<file path="config.mk">
export PLATFORM = sky130hd
export DESIGN_NAME = xadc_sample_to_bcd
export DESIGN_NICKNAME = d
export VERILOG_FILES = /design/src/rtl/xadc_disp_pkg.sv /design/src/rtl/bcd_add3_stage.sv /design/src/rtl/xadc_sample_to_bcd.sv
export SDC_FILE = /design/constraint.sdc
export NUM_CORES = 1
export LEC_CHECK = 0
export BUFFER_PORTS_ARGS = -buffer_cell sky130_fd_sc_hd__buf_2
export CORE_MARGIN = 5
export CORE_UTILIZATION = 65
export CTS_CLUSTER_DIAMETER = 200
export DETAILED_ROUTE_END_ITERATION = 10
export GPL_ROUTABILITY_DRIVEN = 0
export PLACE_DENSITY = 0.88
export SLEW_MARGIN = 30
export SYNTH_ARGS = -nofsm -noshare
export SYNTH_HDL_FRONTEND = slang
export SYNTH_SLANG_ARGS = --single-unit
export TNS_END_PERCENT = 30
</file>
<file path="constraint.sdc">
create_clock -name CLK100MHZ -period 8.9 [get_ports CLK100MHZ]
set_input_delay 0 -clock CLK100MHZ [delete_from_list [all_inputs] [get_ports CLK100MHZ]]
set_output_delay 0 -clock CLK100MHZ [all_outputs]
set_load 0.1 [all_outputs]
</file>
<file path="src/rtl/xadc_disp_pkg.sv">
// Shared FSM encoding and default constants for the XADC sample-to-BCD stage.
// Latency: n/a (types and constants only).
// Backpressure: n/a.
package xadc_disp_pkg;

    typedef enum logic [1:0] {
        IDLE    = 2'd0,
        SCALE   = 2'd1,
        CONVERT = 2'd2,
        DONE    = 2'd3
    } state_t;

    localparam int SCALE_MUL   = 250000;
    localparam int SCALE_SHIFT = 10;
    localparam int SAT_THRESH  = 4093;
    localparam int BIN_W       = 20;
    localparam int NUM_DIGITS  = 7;

    // Value forced out for codes at or above the saturation threshold (1.000000 V)
    localparam int SAT_VALUE   = 1000000;

endpackage

</file>
<file path="src/rtl/bcd_add3_stage.sv">
// Double-dabble correction: adds 3 to every BCD nibble that is 5 or more.
// Latency: combinational.
// Backpressure: none.
module bcd_add3_stage #(
    parameter int NUM_DIGITS = 7
) (
    input  logic [4*NUM_DIGITS-1:0] din,
    output logic [4*NUM_DIGITS-1:0] dout
);

    // Each nibble is corrected independently so the following left shift carries correctly
    always_comb begin
        dout = din;
        for (int i = 0; i < NUM_DIGITS; i++) begin
            if (din[4*i +: 4] >= 4'd5) begin
                dout[4*i +: 4] = din[4*i +: 4] + 4'd3;
            end
        end
    end

endmodule

</file>
<file path="src/rtl/xadc_sample_to_bcd.sv">
// Scales a 12-bit XADC code to microvolts (1.000000 V full scale) and converts it to 7 BCD digits.
// Latency: accept edge 0 -> out_valid pulse after edge 22; next accept possible at edge 23.
// Backpressure: in_ready high only in IDLE; in_valid outside IDLE is dropped. Optional
// XADC_BCD_AVG_EN: averages 4 accepted samples and produces one result per group of 4.
module xadc_sample_to_bcd #(
    parameter int SCALE_MUL   = xadc_disp_pkg::SCALE_MUL,
    parameter int SCALE_SHIFT = xadc_disp_pkg::SCALE_SHIFT,
    parameter int SAT_THRESH  = xadc_disp_pkg::SAT_THRESH,
    parameter int BIN_W       = xadc_disp_pkg::BIN_W,
    parameter int NUM_DIGITS  = xadc_disp_pkg::NUM_DIGITS
) (
    input  logic                    CLK100MHZ,
    input  logic                    rst_n,
    input  logic [15:0]             sample_in,
    input  logic                    in_valid,
    output logic                    in_ready,
    output logic [4*NUM_DIGITS-1:0] bcd_out,
    output logic                    out_valid,
    output logic                    busy
);
    import xadc_disp_pkg::*;

    localparam int BCD_W  = 4 * NUM_DIGITS;
    localparam int CNT_W  = $clog2(BIN_W);
    localparam int PROD_W = 30;
    localparam logic [11:0]      SAT_CODE = 12'(SAT_THRESH);
    localparam logic [BIN_W-1:0] SAT_BIN  = BIN_W'(SAT_VALUE);

    state_t             state;
    logic [11:0]        code;
    logic [BIN_W-1:0]   bin;
    logic [BCD_W-1:0]   acc;
    logic [BCD_W-1:0]   acc_adj;
    logic [CNT_W-1:0]   cnt;
    logic [PROD_W-1:0]  product;
    logic [BIN_W-1:0]   scaled;

`ifdef XADC_BCD_AVG_EN
    logic [13:0]        avg_sum;
    logic [1:0]         avg_cnt;
    logic [13:0]        sum_next;

    // Running sum including the sample currently offered
    assign sum_next = avg_sum + {2'b00, sample_in[15:4]};
`endif

    // Handshake/status flags derive straight from the state register
    assign in_ready = (state == IDLE);
    assign busy     = (state != IDLE);

    // 12x18 product fits in 30 bits for every code; saturate near full scale
    assign product = PROD_W'(code) * PROD_W'(SCALE_MUL);
    assign scaled  = (code >= SAT_CODE) ? SAT_BIN : BIN_W'(product >> SCALE_SHIFT);

    bcd_add3_stage #(
        .NUM_DIGITS (NUM_DIGITS)
    ) u_add3 (
        .din  (acc),
        .dout (acc_adj)
    );

    // Control FSM plus the scale/double-dabble datapath; bcd_out only updates in DONE
    always_ff @(posedge CLK100MHZ) begin
        if (!rst_n) begin
            state     <= IDLE;
            code      <= '0;
            bin       <= '0;
            acc       <= '0;
            cnt       <= '0;
            bcd_out   <= '0;
            out_valid <= 1'b0;
`ifdef XADC_BCD_AVG_EN
            avg_sum   <= '0;
            avg_cnt   <= '0;
`endif
        end else begin
            out_valid <= 1'b0;
            case (state)
                IDLE: begin
                    if (in_valid) begin
`ifdef XADC_BCD_AVG_EN
                        if (avg_cnt == 2'd3) begin
                            code    <= sum_next[13:2];
                            avg_sum <= '0;
                            avg_cnt <= '0;
                            state   <= SCALE;
                        end else begin
                            avg_sum <= sum_next;
                            avg_cnt <= avg_cnt + 2'd1;
                        end
`else
                        code  <= sample_in[15:4];
                        state <= SCALE;
`endif
                    end
                end
                SCALE: begin
                    bin   <= scaled;
                    acc   <= '0;
                    cnt   <= CNT_W'(BIN_W - 1);
                    state <= CONVERT;
                end
                CONVERT: begin
                    acc <= {acc_adj[BCD_W-2:0], bin[BIN_W-1]};
                    bin <= {bin[BIN_W-2:0], 1'b0};
                    if (cnt == '0) begin
                        state <= DONE;
                    end else begin
                        cnt <= cnt - 1'b1;
                    end
                end
                DONE: begin
                    bcd_out   <= acc;
                    out_valid <= 1'b1;
                    state     <= IDLE;
                end
                default: state <= IDLE;
            endcase
        end
    end

endmodule

</file>
==> results.md, run 1 <==
- Tcrit/Tclk final: between 50% and 60%
- Die Y: between 100 and 150 µm
- Hold bufs inserted after CTS: 12
- First-pass GRT wire length: between 20000 and 25000 µm
- Syn Inst Count: 786
- Most common cell after layout, fill and taps aside: ha_1
- Crit path max fanout: 8
- H-tree depth: 3
- FP Rows: 38
- Clk pin slew, worst setup/hold paths: around 0.09 ns
- Core Util, Final: between 70 and 80%
- Setup TNS: 0 ns
- Leak Pwr: roughly 3.5 nW
- Hpwl dp: 11100 µm
- GRT overflow: 0
- FF+latch count, synth: 96
- Synth area leaders: dfxtp_1 27%, ha_1 18%, fa_1 10%, inv_1 5.1%, mux2i_1 4.4%
- Initial antenna violation count: 0
- Cts bufs inserted: 9
- Clk_lat worst skew: between 0.3 and 0.4 ns
- Starting Density: around two thirds
- Yosys warnings: 0
- DR DRC count: 0
- Wire per inst: between 15 and 20 µm
- CTS Sinks: 96
- Worst Hold Depth: 3
- Crit path kind: register to register
- # fillers: 790
- CP Data Arrival Time: 5.00 ns
- Asr flop ratio synth: 0%
- EDFF count, synth: 0
- Nets: ~980
- Most used cell, CP: fa_1
- Buf/Inv on CP: 2
- Power Density: approximately 260 nW/µm²
- Slowest cell on crit path: dfxtp_1
- Peak VDD IR: between 0.15 and 0.2 mV
- Worst Hold Class: input port to register
- First-pass iteration count of the detailed router: 5
- Reg-to-Reg End: bin[17]
- Cell Area, Synth: roughly 7000 µm²
- CP Capture Type: register
- Largest net degree at the start of global routing: 50
- Diode count: 0
- Post-cts resize count: 0
- Vias in the first global route: ~5600
- Distinct cells, synth: 57
- Startpoint Class: register
- Worst-margin pin slew: around 0.75 ns
- Clk root buf: clkbuf_8
- TritonCTS clock tree: built
- Via density per instance: around 5.7
- Total Routing Usage GR: a little under a quarter
- CP cell instances: fa_1 > ha_1 > fa_1 > fa_1 > inv_1 > fa_1 > inv_1 > ha_1 > a21oi_2 > a21boi_1 > a311oi_4 > o21ai_1 > xnor2_1 > a21oi_1
- WP data required: a little over 9 ns
- Ports: 50
- Layout cells sized above 1: 9.63%
- Post-Route Skew: between 0.015 and 0.02 ns
- Clock Path Buffers: 2
- DR iter-0 viols: about 370
- Syn Area/Cell: 8.92 µm²
- Top FF cell, synth: dfxtp_1
- Commonest cells after routing, fill and taps aside: 103 x ha_1, 96 x dfxtp_1, 94 x inv_1
- Reg2Reg Depth: 14
- # Max-Cap Violations: 0
- Routed via count: about 5500
- Final hold vios: 0
- Max-slew violation count: 0
- Die ar.: ~13000 µm²
- Tmin final: about 4.8 ns
- Core Area: around 11000 µm²
- Die Width: approximately 110 µm
- Slew HR: 49.7%
- CP max stage delay: between 0.5 and 0.6 ns
- Syn Nets: 943
- Layout overhead on the synthesized area: 9.12%
- Seq/Total Area, Yosys: a little over a quarter
- Worst reg2reg startpoint: code[3]
- Outcome: completed
- PortBufs: 45
- Hold Path End: bin[15]
- Hold path start: rst_n
- Routed Antenna Nets: 0
- Post-CTS Setup Bufs: 0
- Final setup fails: 0
- WL final: 14600 µm
- Share of the synthesized area in the top cell type: approximately 27%
- RSZ-0062 raised after global routing: false
- Cell family with most CP delay: adder cells
- Leading area contributor after synthesis: dfxtp_1
- Worst R2R Setup Slack: around 4.1 ns
- Highest achievable clock rate: about 210 MHz
-- layout make-up --
class	instances	area, µm²	share of cell area (%)
Sequential cell	96	1920	25.1
Clock buffer	11	141	1.85
Clock inverter	4	77.6	1.01
Inverter	97	364	4.76
Tap cell	140	175	2.29
Multi-Input combinational cell	563	4600	60.2
Timing Repair Buffer	60	368	4.81
-- cells in the mapped netlist, types with 6 or more instances --
| cell | instances |
|---|---|
| fa_1 | 35 |
| nand3_1 | 11 |
| and3_1 | 7 |
| dfxtp_1 | 96 |
| a22oi_1 | 7 |
| o211ai_1 | 7 |
| a32oi_1 | 7 |
| o22ai_1 | 11 |
| nand2_1 | 58 |
| inv_1 | 95 |
| xnor2_1 | 23 |
| o21ai_1 | 8 |
| a21oi_1 | 48 |
| mux2i_1 | 31 |
| nand2b_1 | 9 |
| o21ai_0 | 27 |
| and2_1 | 14 |
| o31ai_1 | 7 |
| nor3_1 | 13 |
| ha_1 | 103 |
| xor2_1 | 14 |
| nor2_1 | 66 |
| a211oi_1 | 6 |
| clkbuf_1 | 23 |
-- worst reg2reg max path: cells and delay by family, from the launching register on --
family | cells | cell delay, ns
XOR/XNOR | 1 | 0.17
buffers and inverters | 2 | 0.09
AO/OA/AOI/OAI | 5 | 1.08
adder cells (fa/ha/maj) | 6 | 2.76
flip-flops | 1 | 0.55
-- per-layer routing --
metal | vias up | track usage [%] | share of wire, %
met4 | 0 | 7.05 | 1.5
met2 | 117 | 42.4 | 52
met3 | 23 | 3.77 | 3.9
met1 | 2619 | 27.6 | 43
li1 | 2760 | - | -
met5 | - | 0 | 0
-- flip-flops by register name, summed over array words and instances, names as in the netlist --
register,flops
state,2
code,12
bin,20
out_valid,1
acc,28
cnt,5
bcd_out,28
-- worst max path at each step --
stage            start  slack [ns]  cells past startpoint  endpoint
2_1_floorplan  code[3]        4.60                     14   bin[17]
6_report       code[3]        4.11                     14   bin[17]
5_1_grt        code[3]        3.89                     14   bin[17]
3_5_place_dp   code[5]        4.20                     14   bin[17]
4_1_cts        code[3]        4.16                     14   bin[17]
3_3_place_gp   code[4]        4.28                     14   bin[17]
-- kinds of logic (layout without fill, tap and decap cells) --
family | Yosys count | in the layout | share of synthesized area (%)
DFF | 96 | 96 | 27.4
buffers and inverters | 127 | 172 | 6.98
AOI/OAI and AO/OA | 163 | 163 | 15.5
and+or+nand+nor | 194 | 194 | 12.7
muxes | 31 | 31 | 4.43
adders and majority gates | 138 | 138 | 28.4
xor gates and xnor gates | 37 | 37 | 4.62
-- per-stage QoR --
stage / hold slack [ns] / power [mW] / setup slack (ns) / area, µm² / instances
after global placement: 0.239 / 1.62 / 4.28 / 7310 / 944
after detailed placement: 0.245 / 1.68 / 4.20 / 7310 / 944
final: 0.119 / 2.00 / 4.11 / 7650 / 971
after CTS: 0.101 / 2.00 / 4.16 / 7650 / 971
after floorplan: 0.136 / 1.45 / 4.60 / 7010 / 786
after global routing: 0.138 / 2.17 / 3.89 / 7650 / 971
-- where the power goes --
part           total, mW  internal (mW)  switching (mW)
Clock              0.314          0.166           0.148
Combinational       1.14          0.424           0.718
Sequential         0.542          0.488          0.0547
(Power assumes the default switching activity.)
==> run 2, diff against run 1 <==
CORE_UTILIZATION = 56   (was 65)
PLACE_DENSITY = 0.81   (was 0.88)
clock period = 4.2 ns   (was 8.9 ns; I/O delays follow)
==> run 2 against run 1 <==
  * Via count grew 2.9%
  * Global-route usage shrank 2.2 points
  * Register-to-register slack lost 4.0 ns
  * Setup slack lost 4.0 ns
  * Final area grew 7.3%
  * First-iteration DRC count grew 53%
  * Sequential power grew 100%
  * Routed wire length grew 12%
  * Critical path depth shrank 1
  * Clock skew shrank 0.0097 ns
  * Largest cell class unchanged
==> results.md, run 2 (synthesized netlist as in run 1, its figures left out) <==
- H-tree depth: 3 (unchanged)
- Leak Pwr: 3.67 nW (+4.1%)
- Clock Path Buffers: 2 (unchanged)
- WP data required: 4.44 ns (-4.67 ns)
- Power Density: 616 nW/µm² (+140%)
- Die Y: 122 µm (+7.1%)
- Post-route design area: 8210 µm² (+7.3%)
- PortBufs: 45 (unchanged)
- Final hold vios: 0 (unchanged)
- First-pass iteration count of the detailed router: 5 (unchanged)
- Clk pin slew, worst setup/hold paths: 0.07 ns (-0.02 ns)
- Worst-margin pin slew: 0.886 ns (+0.135 ns)
- Routed via count: 5677 (+2.9%)
- Crit path max fanout: 3 (-5)
- Routed Antenna Nets: 0 (unchanged)
- Tmin final: 4.14 ns (-0.652 ns)
- Final setup fails: 0 (unchanged)
- TritonCTS clock tree: built
- Placed inst area: 7500 µm² (+2.7%)
- Post-Route Skew: 0.00605 ns (-0.00973 ns)
- Worst hold margin: 0.131 ns (+0.0117 ns)
- Initial antenna violation count: 0 (unchanged)
- Core Util, Final: 67.5% (-4.0 points)
- Layout cells sized above 1: 16.7% (+7.1 points)
- Tcrit/Tclk final: 98.5% (+45 points)
- # Max-Cap Violations: 0 (unchanged)
- Diode count: 0 (unchanged)
- Clk_lat worst skew: 0.35 ns (-0.02 ns)
- Setup ws final: 0.0630 ns (-4.05 ns)
- Pre-CTS WS: -0.126 ns (-4.32 ns)
- Most used cell, CP: fa_1
- Commonest cells after routing, fill and taps aside: 93 x inv_1, 89 x dfxtp_1, 87 x ha_1
- Worst Hold Class: input port to register
- Hpwl dp: 10600 µm (-4.2%)
- WL final: 16300 µm (+12%)
- CP Capture Type: register
- Slew HR: 40.9% (-8.8 points)
- Via density per instance: 5.54 (-2.6%)
- Largest net degree at the start of global routing: 55 (+10%)
- Die ar.: 14900 µm² (+15%)
- Buf/Inv on CP: 2 (unchanged)
- CTS Sinks: 96 (unchanged)
- CP max stage delay: 0.52 ns (-0.03 ns)
- Starting Density: 57.6% (-7.9 points)
- Highest achievable clock rate: 242 MHz (+16%)
- CP cell instances: fa_1 > fa_1 > inv_1 > fa_1 > inv_1 > ha_1 > ha_4 > ha_4 > and4_1 > a221o_1 > or4_4 > mux2i_1 > nor2_1
- Peak VDD IR: 0.508 mV (+210%)
- Cts bufs inserted: 9 (unchanged)
- Ports: 50 (unchanged)
- Fin cells: 1025 (+5.6%)
- Clk root buf: clkbuf_16
- Most common cell after layout, fill and taps aside: inv_1
- Setup TNS: 0 ns (unchanged)
- Biggest regs: acc: 28 flops, bcd_out: 28 flops, bin: 20 flops
- First-pass GRT wire length: 25400 µm (+1.9%)
- Outcome: completed
- Cells after DPL: 992 (+5.1%)
- DR DRC count: 0 (unchanged)
- Total power: 5.05 mW (+150%)
- Crit path kind: register to register
- Layout overhead on the synthesized area: 17.1%
- Total Routing Usage GR: 20.9% (-2.2 points)
- Nets: 1009 (+2.5%)
- Core Area: 12200 µm² (+14%)
- Wire per inst: 15.9 µm (+6.0%)
- Vias in the first global route: 5393 (-3.5%)
- Max-slew violation count: 0 (unchanged)
- FP Rows: 40 (+5.3%)
- Die Width: 122 µm (+7.1%)
- Cell family with most CP delay: adder cells
- CP Data Arrival Time: 4.38 ns (-0.62 ns)
- GRT overflow: 0 (unchanged)
- Startpoint Class: register
- Slowest cell on crit path: fa_1
- DR iter-0 viols: 574 (+53%)
## run 2: layout make-up
cell class              count  area [µm²]
multi-input cells         563        4840
inverters                  97         364
clock inverters             5        63.8
clock buffers              11         243
fillers                   927        3950
flip-flops and latches     96        1930
well taps                 168         210
repair buffers             85         559
## run 2: report_power, final
group          leakage [nW]  internal (mW)  switching, mW  total, mW
sequential            0.781           1.04         0.0742       1.11
clock                 0.152          0.485          0.375      0.860
combinational          2.74           1.27           1.82       3.08
## run 2: what timing repair did
item,CTS,global route
pin swaps,17,30
hold buffers,12,0
endpoints found under the setup margin,8,10
endpoints found under the hold margin,12,0
gates resized for setup,9,29
setup buffers,2,4
## run 2: tightest hold or removal path: cells and delay by family
kind / cells / cell delay, ns
buffers and inverters: 1 / 0.26
and+or+nand+nor: 1 / 0.11
AOI/OAI and AO/OA: 1 / 0.05
## run 2: worst paths after layout
| path | start | to | slack (ns) | depth (start not counted) |
|---|---|---|---|---|
| worst max-delay path | code[10] | bin[18] | 0.06 | 13 |
| worst min-delay path | rst_n | bin[15] | 0.13 | 3 |
| worst max register to register | code[10] | bin[18] | 0.06 | 13 |
| worst min register to register | bin[0] | bin[0] | 0.46 | 2 |
## run 2: routing by layer
layer  GRT usage, %  vias up  wire length [µm]
met5              0        -                 0
li1               -     2826                 -
met2           35.9      123              8330
met4           5.60        0               280
met3           4.36       26               632
met1           26.8     2702              7060
